`config.mk`:
```
export PLATFORM = sky130hd
export DESIGN_NAME = turn_sequencer_flat
export DESIGN_NICKNAME = d
export VERILOG_FILES = /design/src/rtl/fury_drive_pkg.sv /design/src/rtl/turn_sequencer_if.sv /design/src/rtl/tick_timer.sv /design/src/rtl/turn_sequencer.sv /design/src/flat_wrapper.sv
export SDC_FILE = /design/constraint.sdc
export NUM_CORES = 1
export LEC_CHECK = 0
export CORE_ASPECT_RATIO = 0.5
export CORE_MARGIN = 8
export CORE_UTILIZATION = 30
export DETAILED_ROUTE_END_ITERATION = 7
export SLEW_MARGIN = 5
export SYNTH_ARGS = -nofsm -noshare
export SYNTH_HDL_FRONTEND = slang
export SYNTH_SLANG_ARGS = --single-unit
```
`constraint.sdc`:
```
create_clock -name clk -period 4.6 [get_ports clk]
set_input_delay 1.38 -clock clk [delete_from_list [all_inputs] [get_ports clk]]
set_output_delay 1.38 -clock clk [all_outputs]
set_load 0.05 [all_outputs]
```
`src/rtl/fury_drive_pkg.sv`:
```
// Shared drive definitions: steering code constants, sequencer state
// encodings, default duty levels and code classification helpers.
// Also used by the steering decode block, so keep the codes stable.
package fury_drive_pkg;

    localparam logic [3:0] CMD_PROCEED  = 4'b0000;
    localparam logic [3:0] CMD_VEER_R   = 4'b1001;
    localparam logic [3:0] CMD_HARD_R   = 4'b1010;
    localparam logic [3:0] CMD_NINETY_R = 4'b1011;
    localparam logic [3:0] CMD_VEER_L   = 4'b0101;
    localparam logic [3:0] CMD_HARD_L   = 4'b0110;
    localparam logic [3:0] CMD_NINETY_L = 4'b0111;
    localparam logic [3:0] CMD_STOP     = 4'b1111;

    localparam logic [7:0] FULL_DUTY_DEF  = 8'd200;
    localparam logic [7:0] VEER_DUTY_DEF  = 8'd120;
    localparam logic [7:0] PIVOT_DUTY_DEF = 8'd160;

    localparam int TIMER_W = 28;

    typedef enum logic [2:0] {
        ST_STOPPED = 3'd0,
        ST_DRIVE   = 3'd1,
        ST_BRAKE   = 3'd2,
        ST_PIVOT   = 3'd3,
        ST_SETTLE  = 3'd4
    } state_e;

    // Anything that is not one of the seven motion codes behaves as STOP.
    function automatic logic is_stop_code(input logic [3:0] code);
        logic stop;
        case (code)
            CMD_PROCEED, CMD_VEER_R, CMD_HARD_R, CMD_NINETY_R,
            CMD_VEER_L, CMD_HARD_L, CMD_NINETY_L: stop = 1'b0;
            default:                              stop = 1'b1;
        endcase
        return stop;
    endfunction

    function automatic logic is_ninety_code(input logic [3:0] code);
        return (code == CMD_NINETY_R) || (code == CMD_NINETY_L);
    endfunction

endpackage

```
`src/rtl/turn_sequencer_if.sv`:
```
// Steering-in / motor-command-out bundle of the turn sequencer.
//   dir_cmd, dir_valid, direction, estop : steering side -> sequencer
//   left/right_duty, left/right_fwd      : sequencer -> PWM generators
//   busy, turn_done                      : sequencer status
// master = steering/supervisor side, slave = sequencer.
interface turn_sequencer_if;
    logic [3:0] dir_cmd;
    logic       dir_valid;
    logic       direction;
    logic       estop;
    logic [7:0] left_duty;
    logic [7:0] right_duty;
    logic       left_fwd;
    logic       right_fwd;
    logic       busy;
    logic       turn_done;

    modport master (
        output dir_cmd, dir_valid, direction, estop,
        input  left_duty, right_duty, left_fwd, right_fwd, busy, turn_done
    );

    modport slave (
        input  dir_cmd, dir_valid, direction, estop,
        output left_duty, right_duty, left_fwd, right_fwd, busy, turn_done
    );
endinterface

```
`src/rtl/tick_timer.sv`:
```
// Dwell timer shared by BRAKE, PIVOT and SETTLE.
//   clk, rst_n : clock, async active-low reset
//   load       : load load_val (takes priority over counting)
//   load_val   : ticks-1 for the dwell being started
//   done       : count has reached zero
// Counts down to zero and parks there.
module tick_timer
    import fury_drive_pkg::*;
(
    input  logic               clk,
    input  logic               rst_n,
    input  logic               load,
    input  logic [TIMER_W-1:0] load_val,
    output logic               done
);

    logic [TIMER_W-1:0] cnt_q;
    logic [TIMER_W-1:0] cnt_d;

    always_comb begin
        cnt_d = cnt_q;
        if (load) begin
            cnt_d = load_val;
        end else if (cnt_q != '0) begin
            cnt_d = cnt_q - 1'b1;
        end
    end

    always_ff @(posedge clk or negedge rst_n) begin
        if (!rst_n) begin
            cnt_q <= '0;
        end else begin
            cnt_q <= cnt_d;
        end
    end

    assign done = (cnt_q == '0);

endmodule

```
`src/rtl/turn_sequencer.sv`:
```
// Turn sequencer: turns steering codes into per-wheel duty/polarity,
// runs timed pivots for 90-degree turns and brakes before reversing.
//   clk, rst_n : 25 MHz system clock, async active-low reset
//   bus        : turn_sequencer_if.slave (steering in, motor commands out)
// All outputs are registered; a strobe shows up on the duties one clock later.
//
// state   | meaning
// STOPPED | duties 0, polarity follows direction, waits for a motion code
// DRIVE   | duties from the last steering code, polarity = cur_dir
// BRAKE   | duties 0, polarity held, then flip to new direction
// PIVOT   | spin in place at pivot duty, inner wheel reversed
// SETTLE  | duties 0 after pivot, then DRIVE with PROCEED + turn_done
module turn_sequencer
    import fury_drive_pkg::*;
#(
    parameter logic [7:0]         FULL_DUTY    = FULL_DUTY_DEF,
    parameter logic [7:0]         VEER_DUTY    = VEER_DUTY_DEF,
    parameter logic [7:0]         PIVOT_DUTY   = PIVOT_DUTY_DEF,
    parameter logic [TIMER_W-1:0] PIVOT_TICKS  = 28'd25_000_000,
    parameter logic [TIMER_W-1:0] SETTLE_TICKS = 28'd2_500_000,
    parameter logic [TIMER_W-1:0] BRAKE_TICKS  = 28'd5_000_000
) (
    input  logic             clk,
    input  logic             rst_n,
    turn_sequencer_if.slave  bus
);

    state_e     state_q, state_d;
    logic       cur_dir_q, cur_dir_d;
    logic [3:0] pend_cmd_q, pend_cmd_d;
    logic       pend_vld_q, pend_vld_d;
    logic [7:0] left_duty_q, left_duty_d;
    logic [7:0] right_duty_q, right_duty_d;
    logic       left_fwd_q, left_fwd_d;
    logic       right_fwd_q, right_fwd_d;
    logic       busy_q, busy_d;
    logic       turn_done_q, turn_done_d;

    logic               tmr_load;
    logic [TIMER_W-1:0] tmr_val;
    logic               tmr_done;

    // Launch request: a command to start from this cycle, with the
    // polarity it should drive at.
    logic       go;
    logic [3:0] go_cmd;
    logic       go_dir;

    tick_timer u_timer (
        .clk      (clk),
        .rst_n    (rst_n),
        .load     (tmr_load),
        .load_val (tmr_val),
        .done     (tmr_done)
    );

    // {left, right} duty for the non-pivot motion codes.
    function automatic logic [15:0] drive_duty(input logic [3:0] code);
        logic [15:0] d;
        case (code)
            CMD_PROCEED: d = {FULL_DUTY, FULL_DUTY};
            CMD_VEER_R:  d = {FULL_DUTY, VEER_DUTY};
            CMD_HARD_R:  d = {FULL_DUTY, 8'd0};
            CMD_VEER_L:  d = {VEER_DUTY, FULL_DUTY};
            CMD_HARD_L:  d = {8'd0, FULL_DUTY};
            default:     d = 16'd0;
        endcase
        return d;
    endfunction

    always_comb begin
        state_d      = state_q;
        cur_dir_d    = cur_dir_q;
        pend_cmd_d   = pend_cmd_q;
        pend_vld_d   = pend_vld_q;
        left_duty_d  = left_duty_q;
        right_duty_d = right_duty_q;
        left_fwd_d   = left_fwd_q;
        right_fwd_d  = right_fwd_q;
        busy_d       = busy_q;
        turn_done_d  = 1'b0;
        tmr_load     = 1'b0;
        tmr_val      = '0;
        go           = 1'b0;
        go_cmd       = CMD_STOP;
        go_dir       = cur_dir_q;

        if (bus.estop) begin
            state_d      = ST_STOPPED;
            pend_cmd_d   = CMD_STOP;
            pend_vld_d   = 1'b0;
            left_duty_d  = 8'd0;
            right_duty_d = 8'd0;
            left_fwd_d   = cur_dir_q;
            right_fwd_d  = cur_dir_q;
            busy_d       = 1'b0;
            tmr_load     = 1'b1;
        end else begin
            case (state_q)
                ST_STOPPED: begin
                    // Wheels are idle, so polarity may track direction freely.
                    cur_dir_d   = bus.direction;
                    left_fwd_d  = bus.direction;
                    right_fwd_d = bus.direction;
                    if (bus.dir_valid && !is_stop_code(bus.dir_cmd)) begin
                        go     = 1'b1;
                        go_cmd = bus.dir_cmd;
                        go_dir = bus.direction;
                    end
                end
                ST_DRIVE: begin
                    if (bus.direction != cur_dir_q) begin
                        state_d      = ST_BRAKE;
                        left_duty_d  = 8'd0;
                        right_duty_d = 8'd0;
                        busy_d       = 1'b1;
                        tmr_load     = 1'b1;
                        tmr_val      = BRAKE_TICKS - 1'b1;
                        pend_vld_d   = bus.dir_valid;
                        pend_cmd_d   = bus.dir_cmd;
                    end else if (bus.dir_valid) begin
                        go     = 1'b1;
                        go_cmd = bus.dir_cmd;
                    end
                end
                ST_BRAKE: begin
                    if (bus.dir_valid) begin
                        pend_vld_d = 1'b1;
                        pend_cmd_d = bus.dir_cmd;
                    end
                    if (tmr_done) begin
                        cur_dir_d = bus.direction;
                        go        = 1'b1;
                        go_dir    = bus.direction;
                        // A strobe on the exit cycle is the newest request.
                        if (bus.dir_valid) begin
                            go_cmd = bus.dir_cmd;
                        end else if (pend_vld_q) begin
                            go_cmd = pend_cmd_q;
                        end else begin
                            go_cmd = CMD_PROCEED;
                        end
                    end
                end
                ST_PIVOT: begin
                    if (bus.dir_valid && is_stop_code(bus.dir_cmd)) begin
                        go = 1'b1;
                    end else if (tmr_done) begin
                        state_d      = ST_SETTLE;
                        left_duty_d  = 8'd0;
                        right_duty_d = 8'd0;
                        // Restore travel polarity while the wheels are at zero.
                        left_fwd_d   = cur_dir_q;
                        right_fwd_d  = cur_dir_q;
                        tmr_load     = 1'b1;
                        tmr_val      = SETTLE_TICKS - 1'b1;
                    end
                end
                ST_SETTLE: begin
                    if (bus.dir_valid && is_stop_code(bus.dir_cmd)) begin
                        go = 1'b1;
                    end else if (tmr_done) begin
                        go          = 1'b1;
                        go_cmd      = CMD_PROCEED;
                        turn_done_d = 1'b1;
                    end
                end
                default: begin
                    go = 1'b1;
                end
            endcase

            if (go) begin
                pend_vld_d = 1'b0;
                if (is_stop_code(go_cmd)) begin
                    state_d      = ST_STOPPED;
                    pend_cmd_d   = CMD_STOP;
                    left_duty_d  = 8'd0;
                    right_duty_d = 8'd0;
                    left_fwd_d   = go_dir;
                    right_fwd_d  = go_dir;
                    busy_d       = 1'b0;
                    tmr_load     = 1'b1;
                end else if (is_ninety_code(go_cmd)) begin
                    // Pivot polarity is absolute: the outer wheel pushes forwards.
                    state_d      = ST_PIVOT;
                    left_duty_d  = PIVOT_DUTY;
                    right_duty_d = PIVOT_DUTY;
                    left_fwd_d   = (go_cmd == CMD_NINETY_R);
                    right_fwd_d  = (go_cmd == CMD_NINETY_L);
                    busy_d       = 1'b1;
                    tmr_load     = 1'b1;
                    tmr_val      = PIVOT_TICKS - 1'b1;
                end else begin
                    state_d                     = ST_DRIVE;
                    {left_duty_d, right_duty_d} = drive_duty(go_cmd);
                    left_fwd_d                  = go_dir;
                    right_fwd_d                 = go_dir;
                    busy_d                      = 1'b0;
                end
            end
        end
    end

    always_ff @(posedge clk or negedge rst_n) begin
        if (!rst_n) begin
            state_q      <= ST_STOPPED;
            cur_dir_q    <= 1'b1;
            pend_cmd_q   <= CMD_STOP;
            pend_vld_q   <= 1'b0;
            left_duty_q  <= 8'd0;
            right_duty_q <= 8'd0;
            left_fwd_q   <= 1'b1;
            right_fwd_q  <= 1'b1;
            busy_q       <= 1'b0;
            turn_done_q  <= 1'b0;
        end else begin
            state_q      <= state_d;
            cur_dir_q    <= cur_dir_d;
            pend_cmd_q   <= pend_cmd_d;
            pend_vld_q   <= pend_vld_d;
            left_duty_q  <= left_duty_d;
            right_duty_q <= right_duty_d;
            left_fwd_q   <= left_fwd_d;
            right_fwd_q  <= right_fwd_d;
            busy_q       <= busy_d;
            turn_done_q  <= turn_done_d;
        end
    end

    assign bus.left_duty  = left_duty_q;
    assign bus.right_duty = right_duty_q;
    assign bus.left_fwd   = left_fwd_q;
    assign bus.right_fwd  = right_fwd_q;
    assign bus.busy       = busy_q;
    assign bus.turn_done  = turn_done_q;

endmodule

```
`src/flat_wrapper.sv`:
```
// flat-port wrapper written by rule: the top's interface ports become plain ports
module turn_sequencer_flat import fury_drive_pkg::*;
#(
    parameter logic [7:0]         FULL_DUTY    = FULL_DUTY_DEF,
    parameter logic [7:0]         VEER_DUTY    = VEER_DUTY_DEF,
    parameter logic [7:0]         PIVOT_DUTY   = PIVOT_DUTY_DEF,
    parameter logic [TIMER_W-1:0] PIVOT_TICKS  = 28'd25_000_000,
    parameter logic [TIMER_W-1:0] SETTLE_TICKS = 28'd2_500_000,
    parameter logic [TIMER_W-1:0] BRAKE_TICKS  = 28'd5_000_000
)
  (clk, rst_n, bus_dir_cmd, bus_dir_valid, bus_direction, bus_estop, bus_left_duty, bus_right_duty, bus_left_fwd, bus_right_fwd, bus_busy, bus_turn_done);
  turn_sequencer_if bus_i ();
  input  logic clk;
  input  logic rst_n;
  input wire logic [$bits(bus_i.dir_cmd)-1:0] bus_dir_cmd;
  input wire logic [$bits(bus_i.dir_valid)-1:0] bus_dir_valid;
  input wire logic [$bits(bus_i.direction)-1:0] bus_direction;
  input wire logic [$bits(bus_i.estop)-1:0] bus_estop;
  output wire logic [$bits(bus_i.left_duty)-1:0] bus_left_duty;
  output wire logic [$bits(bus_i.right_duty)-1:0] bus_right_duty;
  output wire logic [$bits(bus_i.left_fwd)-1:0] bus_left_fwd;
  output wire logic [$bits(bus_i.right_fwd)-1:0] bus_right_fwd;
  output wire logic [$bits(bus_i.busy)-1:0] bus_busy;
  output wire logic [$bits(bus_i.turn_done)-1:0] bus_turn_done;
  assign bus_i.dir_cmd = bus_dir_cmd;
  assign bus_i.dir_valid = bus_dir_valid;
  assign bus_i.direction = bus_direction;
  assign bus_i.estop = bus_estop;
  assign bus_left_duty = bus_i.left_duty;
  assign bus_right_duty = bus_i.right_duty;
  assign bus_left_fwd = bus_i.left_fwd;
  assign bus_right_fwd = bus_i.right_fwd;
  assign bus_busy = bus_i.busy;
  assign bus_turn_done = bus_i.turn_done;
  turn_sequencer #(.FULL_DUTY(FULL_DUTY), .VEER_DUTY(VEER_DUTY), .PIVOT_DUTY(PIVOT_DUTY), .PIVOT_TICKS(PIVOT_TICKS), .SETTLE_TICKS(SETTLE_TICKS), .BRAKE_TICKS(BRAKE_TICKS)) u_core (.clk(clk), .rst_n(rst_n), .bus(bus_i));
endmodule
```
# Yosys cells after proc, flatten, opt, wreduce, memory -nomap -nowiden
# Cells that the tools add are included.
[op_classes]
addsub = 1
multipliers = 0
div_mod_pow = 0
n_lt_le_gt_ge = 0
eq_ne = 21
shift = 0
muxes = 101
bitwise_logic = 1
reduce_logical = 24
[op_table]
columns = ["cell", "count"]
rows = [
  ["two-way mux 28 bit", 7],
  ["two-way mux 8 bit", 11],
  ["case mux 16 bit (5 select lines)", 1],
  ["two-way mux 4 bit", 14],
  ["case mux 28 bit (2 select lines)", 1],
  ["two-way mux 1 bit", 48],
  ["zero test 28 bit", 1],
  ["nonzero test 28 bit", 1],
  ["subtractor 28 x 1 -> 28 bit, second input constant", 1],
  ["== test 4 x 3 -> 1 bit, second input constant", 6],
  ["== test 4 bit, second input constant", 6],
  ["two-way mux 23 bit", 1],
  ["two-way mux 22 bit", 1],
  ["two-way mux 3 bit", 6],
  ["case mux 4 bit (4 select lines)", 1],
  ["case mux 8 bit (2 select lines)", 1],
  ["OR reduction 7 bit", 2],
  ["nonzero test 4 bit", 3],
  ["case mux 1 bit (2 select lines)", 5],
  ["zero test 4 bit", 2],
  ["inequality test 4 x 2 -> 1 bit, second input constant", 2],
  ["case mux 4 bit (2 select lines)", 1],
  ["== test 3 x 2 -> 1 bit, second input constant", 2],
  ["case mux 3 bit (2 select lines)", 1],
  ["other kinds (17)", 23],
]
[word_totals]
regBits = 57
latchBits = 0
ram_bits = 0
rom_bits = 0
in_bits = 9
out_inout_bits = 20
elab_cells = 159
memories = 0

# Longest topological paths before layout
[logic_depth]
depth_word = 19
ltp_mapped = 12
ltp_nobuf = 10

# Modules after synthesis
# A second synthesis with hierarchy kept.
[hier_totals]
cells_unflattened = 388
hier_area_um2 = 3442.1
[by_module_without_submodules]
columns = ["module", "instances", "cells_each", "area_each_um2"]
rows = [
  ["turn_sequencer", 1, 201, 1745.4],
  ["tick_timer", 1, 187, 1696.6],
]

# Least setup slack after synthesis
# No wires, ideal clock.
[synth_path]
path_kind = "input-to-reg"
start = "in bus_dir_cmd[1]"
end = "reg u_core.u_timer.cnt_q[13]"
setup_time_ns = 0.139
t_arrival_ns = 3.777
required_time_ns = 4.461
path_slack_ns = 0.684
stages = 9
path_cell_list = "clkbuf_1 > nor4_1 > a211oi_1 > a2111oi_2 > o211ai_1 > or3_1 > a22o_4 > a211oi_4 > a31oi_1"
[synth_via]
elab_chain_len = 19
elab_cells_between_ends = 58
cone_classes = "12 x eq/ne; 36 x mux; 10 x reduce/logical"
[synth_rtl]
columns = ["element", "line_no", "text"]
rows = [
  ["start, declared", "flat_wrapper.sv:15", "input wire logic [$bits(bus_i.dir_cmd)-1:0] bus_dir_cmd;"],
  ["== test 4 bit (tied with other cells)", "fury_drive_pkg.sv:32", "case (code)"],
  ["OR reduction 7 bit", "fury_drive_pkg.sv:32", ""],
  ["two-way mux 1 bit", "fury_drive_pkg.sv:32", ""],
  ["two-way mux 1 bit", "turn_sequencer.sv:99", "case (state_q)"],
  ["two-way mux 1 bit", "turn_sequencer.sv:88", "if (bus.estop) begin"],
  ["zero test 1 bit", "turn_sequencer.sv:105", "if (bus.dir_valid && !is_stop_code(bus.dir_cmd)) begin"],
  ["logical AND 1 bit", "turn_sequencer.sv:105", ""],
  ["two-way mux 4 bit", "turn_sequencer.sv:105", ""],
  ["[... 3 more ...]", "-", ""],
  ["OR reduction 7 bit", "fury_drive_pkg.sv:32", ""],
  ["two-way mux 1 bit", "fury_drive_pkg.sv:32", ""],
  ["two-way mux 1 bit", "turn_sequencer.sv:173", "if (go) begin"],
  ["two-way mux 1 bit", "turn_sequencer.sv:88", ""],
  ["two-way mux 28 bit or two-way mux 1 bit (tied branches)", "turn_sequencer.sv:175", "if (is_stop_code(go_cmd)) begin"],
  ["two-way mux 28 bit or two-way mux 1 bit (tied branches)", "turn_sequencer.sv:173", ""],
  ["two-way mux 28 bit or two-way mux 1 bit (tied branches)", "turn_sequencer.sv:88", ""],
  ["two-way mux 28 bit or nonzero test 2 bit (tied branches)", "-", ""],
  ["end signal, assigned", "tick_timer.sv:33", "cnt_q <= cnt_d;"],
  ["end, declared", "tick_timer.sv:17", "logic [TIMER_W-1:0] cnt_q;"],
]
# Several ways; a longest one is shown, not always the timed one. The select of a mux whose other input is x is not followed.
# A chain may end at the register's enable or synchronous reset.

# Final worst setup path
[layout_path]
start = "in bus_dir_cmd[1]"
end = "reg u_core.u_timer.cnt_q[18]"
# Same word-level chain as after synthesis.

==> run summary <==
### Run status
• completed — result of the run

### Logic synthesis
• 42 x sky130_fd_sc_hd__dfrtp_1, 31 x sky130_fd_sc_hd__nand2_1, 31 x sky130_fd_sc_hd__nor2_1, 25 x sky130_fd_sc_hd__o21ai_0, 21 x sky130_fd_sc_hd__a21oi_1 — leading post-synthesis cells by instance count
• sky130_fd_sc_hd__dfrtp_1 32%, sky130_fd_sc_hd__dfstp_2 5.7%, sky130_fd_sc_hd__o211ai_1 4.4% — Synth area leaders
• 0 — number of flops mapped to enable cells by yosys
• 38.2% — sequential-to-total area share from yosys stat
• sky130_fd_sc_hd__dfrtp_1 — most frequently used cell type in the post-synthesis netlist
• 3230 um2 — Post-Synthesis Cell Area
• 0 — Yosys Warn Count
• 63 — number of unique standard cell types used by synthesis
• 32.5% — share of Yosys cell area claimed by the top area cell type
• 100% — async set-or-reset flop fraction in the synthesized netlist
• sky130_fd_sc_hd__dfrtp_1 — area leader, netlist
• sky130_fd_sc_hd__dfrtp_1 — most used flip-flop cell after synthesis
• 365 — cell count after synthesis
• 49 — number of register bits inferred by synthesis
• 8.86 um2 — Avg Cell Area, Syn

### Place
• 0.855 — final estimated routing congestion in global placement
• 7.61 ps — placement-stage worst setup slack
• 22 — buffers added on ports
• 6330 um — half-perimeter wire length after detailed placement

### Cells and area
• 36.9% — final standard cell utilization of the core
• 1040 — number of inserted filler cells in the final layout
• 0 — # diodes
• 1850 um2 — area of combinational cells with multiple inputs
• 18.1% — post-synthesis to final-layout area growth
• 1230 um2 — sequential cell area
• 400 — Final nets
• 12.8% — share of cells above drive strength 1

### Clock tree
• 2 — clock buffer depth
• 49 — number of sinks driven by the clock tree
• 70 ps — clock input transition at the sequential cells of the worst setup and hold paths
• 5 — CTS buffer count
• 290 ps — clock network latency to the later pin of the worst-skew pair
• 0 — Hold-fix buffers, CTS
• 0 — Post CTS Setup Buffer Count
• 2 — number of H-tree levels
• sky130_fd_sc_hd__clkbuf_16 — root cell of the clock tree
• 0 — Resized cells post-CTS
• built — clock tree from TritonCTS

### STA
• 0 — Hold Violations, Final
• 93.3% — share of the clock period used by the worst path after layout
• 796 ps — pin slew with the least headroom to its limit
• 0 ps — setup TNS after final layout
• 0 — count of endpoints failing setup in the final report
• 0 — Max Slew Vio Count
• 3.19 ps — worst clock skew
• 46.5% — worst slew margin relative to its limit
• 310 ps — setup ws final
• 4290 ps — time the worst path needs with I/O delays and setup
• no — RSZ-0062 raised after global routing
• 233 MHz — peak clock frequency supported by timing

### Setup path
• input port — startpoint types
• input port to flip-flop — startpoint-to-endpoint class of the critical path
• 910 ps — R2R Setup Slk
• 4760 ps — data required time of the critical path
• 9 — R2R depth
• u_core.u_timer.cnt_q[5] — startpoint of the lowest-slack register-to-register path
• 4450 ps — arrival time reported for the critical path endpoint
• flip-flop — critical path endpoint category
• u_core.u_timer.cnt_q[22] — endpoint of the lowest-slack register-to-register path
• 9 — critical path fanouts, max

### Die
• 89.4 um — DIE HEIGHT
• 163 um — chip width
• 10300 um2 — placeable core region
• 14600 um2 — total die area
• 29 — num ports
• 26 — cell row count
• 31.3% — effective utilization at floorplan

### Routing
• 8450 um — DRT Wirelength
• 0 — detailed-route DRC error count
• 197 — DRC marker count from the first detailed-route iteration
• 4 — number of iterations in the first detailed-routing pass
• 15.9 um — final routed wire length divided by cell count
• 0 — number of routed nets with antenna violations
• 2777 — total number of vias
• 5.23 — routed via count divided by cell count

### Hold path
• 2 — Hold Path Depth
• u_core.bus.left_fwd — startpoint of the worst hold path
• u_core.bus.left_fwd — endpoint of the worst hold path
• flip-flop to flip-flop — path type of the worst min-delay path

### GRT
• 0 — antenna violations before repair
• 14200 um — wire length of the first global-routing pass
• 12.2% — total routing usage reported by global routing
• 0 — total grt overflow
• 2796 — number of global-route vias before repair
• 35 — largest net degree at the start of global routing

### Pwr
• 0.000210 V — peak supply drop
• 1.59 nW — leak pwr
• 641 nW/um2 — cell area power density

### Run
• 0 — count of max-cap constraint violations

[sequential cells by signal (all words and copies together), names as in the netlist]
signal                 flops
u_core.bus.busy            1
u_core.bus.left_duty       4
u_core.bus.left_fwd        1
u_core.bus.right_duty      4
u_core.bus.right_fwd       1
u_core.bus.turn_done       1
u_core.cur_dir_q           1
u_core.pend_cmd_q          4
u_core.pend_vld_q          1
u_core.state_q             3
u_core.u_timer.cnt_q      28
[per-layer routing]
layer  global-route usage (%)  vias up  share of wire, %
met1                     16.5     1340                50
met5                        0        -                 0
li1                         -     1379                 -
met3                     1.98        4               4.2
met2                     19.5       54                45
met4                     4.05        0              0.86
[placed cells by master, fill, tap and decap left out, types with 2 or more instances in the layout]
cell type	count
sky130_fd_sc_hd__a211o_1	5
sky130_fd_sc_hd__a211oi_1	2
sky130_fd_sc_hd__a21o_1	2
sky130_fd_sc_hd__a21oi_1	21
sky130_fd_sc_hd__a221o_1	3
sky130_fd_sc_hd__a221oi_1	2
sky130_fd_sc_hd__a22o_1	4
sky130_fd_sc_hd__a311oi_1	2
sky130_fd_sc_hd__a31oi_1	2
sky130_fd_sc_hd__and2_1	4
sky130_fd_sc_hd__and3_1	2
sky130_fd_sc_hd__buf_4	17
sky130_fd_sc_hd__clkbuf_16	5
sky130_fd_sc_hd__clkdlybuf4s50_1	21
sky130_fd_sc_hd__conb_1	6
sky130_fd_sc_hd__dfrtp_1	42
sky130_fd_sc_hd__dfstp_2	7
sky130_fd_sc_hd__inv_1	11
sky130_fd_sc_hd__mux2_2	2
sky130_fd_sc_hd__mux2i_1	2
sky130_fd_sc_hd__nand2_1	31
sky130_fd_sc_hd__nand2b_1	6
sky130_fd_sc_hd__nand3_1	4
sky130_fd_sc_hd__nor2_1	31
sky130_fd_sc_hd__nor3_1	20
sky130_fd_sc_hd__nor3b_1	2
sky130_fd_sc_hd__nor4_1	9
sky130_fd_sc_hd__o211ai_1	19
sky130_fd_sc_hd__o21a_1	5
sky130_fd_sc_hd__o21ai_0	25
sky130_fd_sc_hd__or3_1	11
sky130_fd_sc_hd__or4_1	4
sky130_fd_sc_hd__xnor2_1	16
sky130_fd_sc_hd__xor2_1	13
[how the worst max path moves through the flow]
| stage | startpoint | to | slack (ps) | cells after the start |
|---|---|---|---|---|
| floorplan | bus_dir_cmd[1] | u_core.u_timer.cnt_q[13] | 680 | 9 |
| global placement | bus_dir_cmd[1] | u_core.u_timer.cnt_q[16] | 100 | 9 |
| detailed placement | bus_dir_cmd[1] | u_core.u_timer.cnt_q[3] | 8 | 9 |
| CTS | bus_dir_cmd[1] | u_core.u_timer.cnt_q[18] | 300 | 9 |
| global route | bus_dir_cmd[1] | u_core.u_timer.cnt_q[8] | 3 | 10 |
| finish | bus_dir_cmd[1] | u_core.u_timer.cnt_q[18] | 310 | 9 |
[area by class of cell]
class / instances / area share, %
clock buffer: 6 / 3.64
clock inverter: 2 / 0.983
inverter: 11 / 1.08
multi-input combinational: 284 / 48.4
sequential: 49 / 32.3
tap: 140 / 4.59
timing repair buffer: 39 / 8.97
[per-stage QoR]
step | cell area [um2] | std cells | hold slack [ps] | total power, mW
3_5_place_dp | 3640 | 523 | 476 | 2.01
6_report | 3820 | 531 | 482 | 2.45
4_1_cts | 3820 | 531 | 490 | 2.47
2_1_floorplan | 3250 | 370 | 482 | 1.67
5_1_grt | 3820 | 531 | 513 | 2.64
3_3_place_gp | 3640 | 523 | 463 | 2.01
[logic make-up (layout without fill, tap and decap cells)]
group,count (synthesis),in the layout,synth area share [%]
buffers and inverters,37,58,5.42
other,1,6,0.116
DFF,49,49,38.2
muxes,4,4,1.32
and+or+nand+nor,132,132,20.4
xor gates and xnor gates,29,29,7.85
adders and majority gates,1,1,0.387
AOI/OAI and AO/OA,112,112,26.3
[where the power goes]
part           internal, mW  total [mW]  switching (mW)
sequential            0.565       0.691           0.126
clock                 0.272       0.438           0.166
combinational         0.503        1.32           0.817
[worst max-delay path: stages]
cell	delay (ps)
sky130_fd_sc_hd__clkdlybuf4s50_1	510
sky130_fd_sc_hd__nor4_1	510
sky130_fd_sc_hd__a211oi_1	180
sky130_fd_sc_hd__a2111oi_2	420
sky130_fd_sc_hd__o211ai_1	150
sky130_fd_sc_hd__or3_1	480
sky130_fd_sc_hd__a22o_4	300
sky130_fd_sc_hd__a211oi_4	430
sky130_fd_sc_hd__a21oi_1	80
Power figures use the tool's default switching activity.
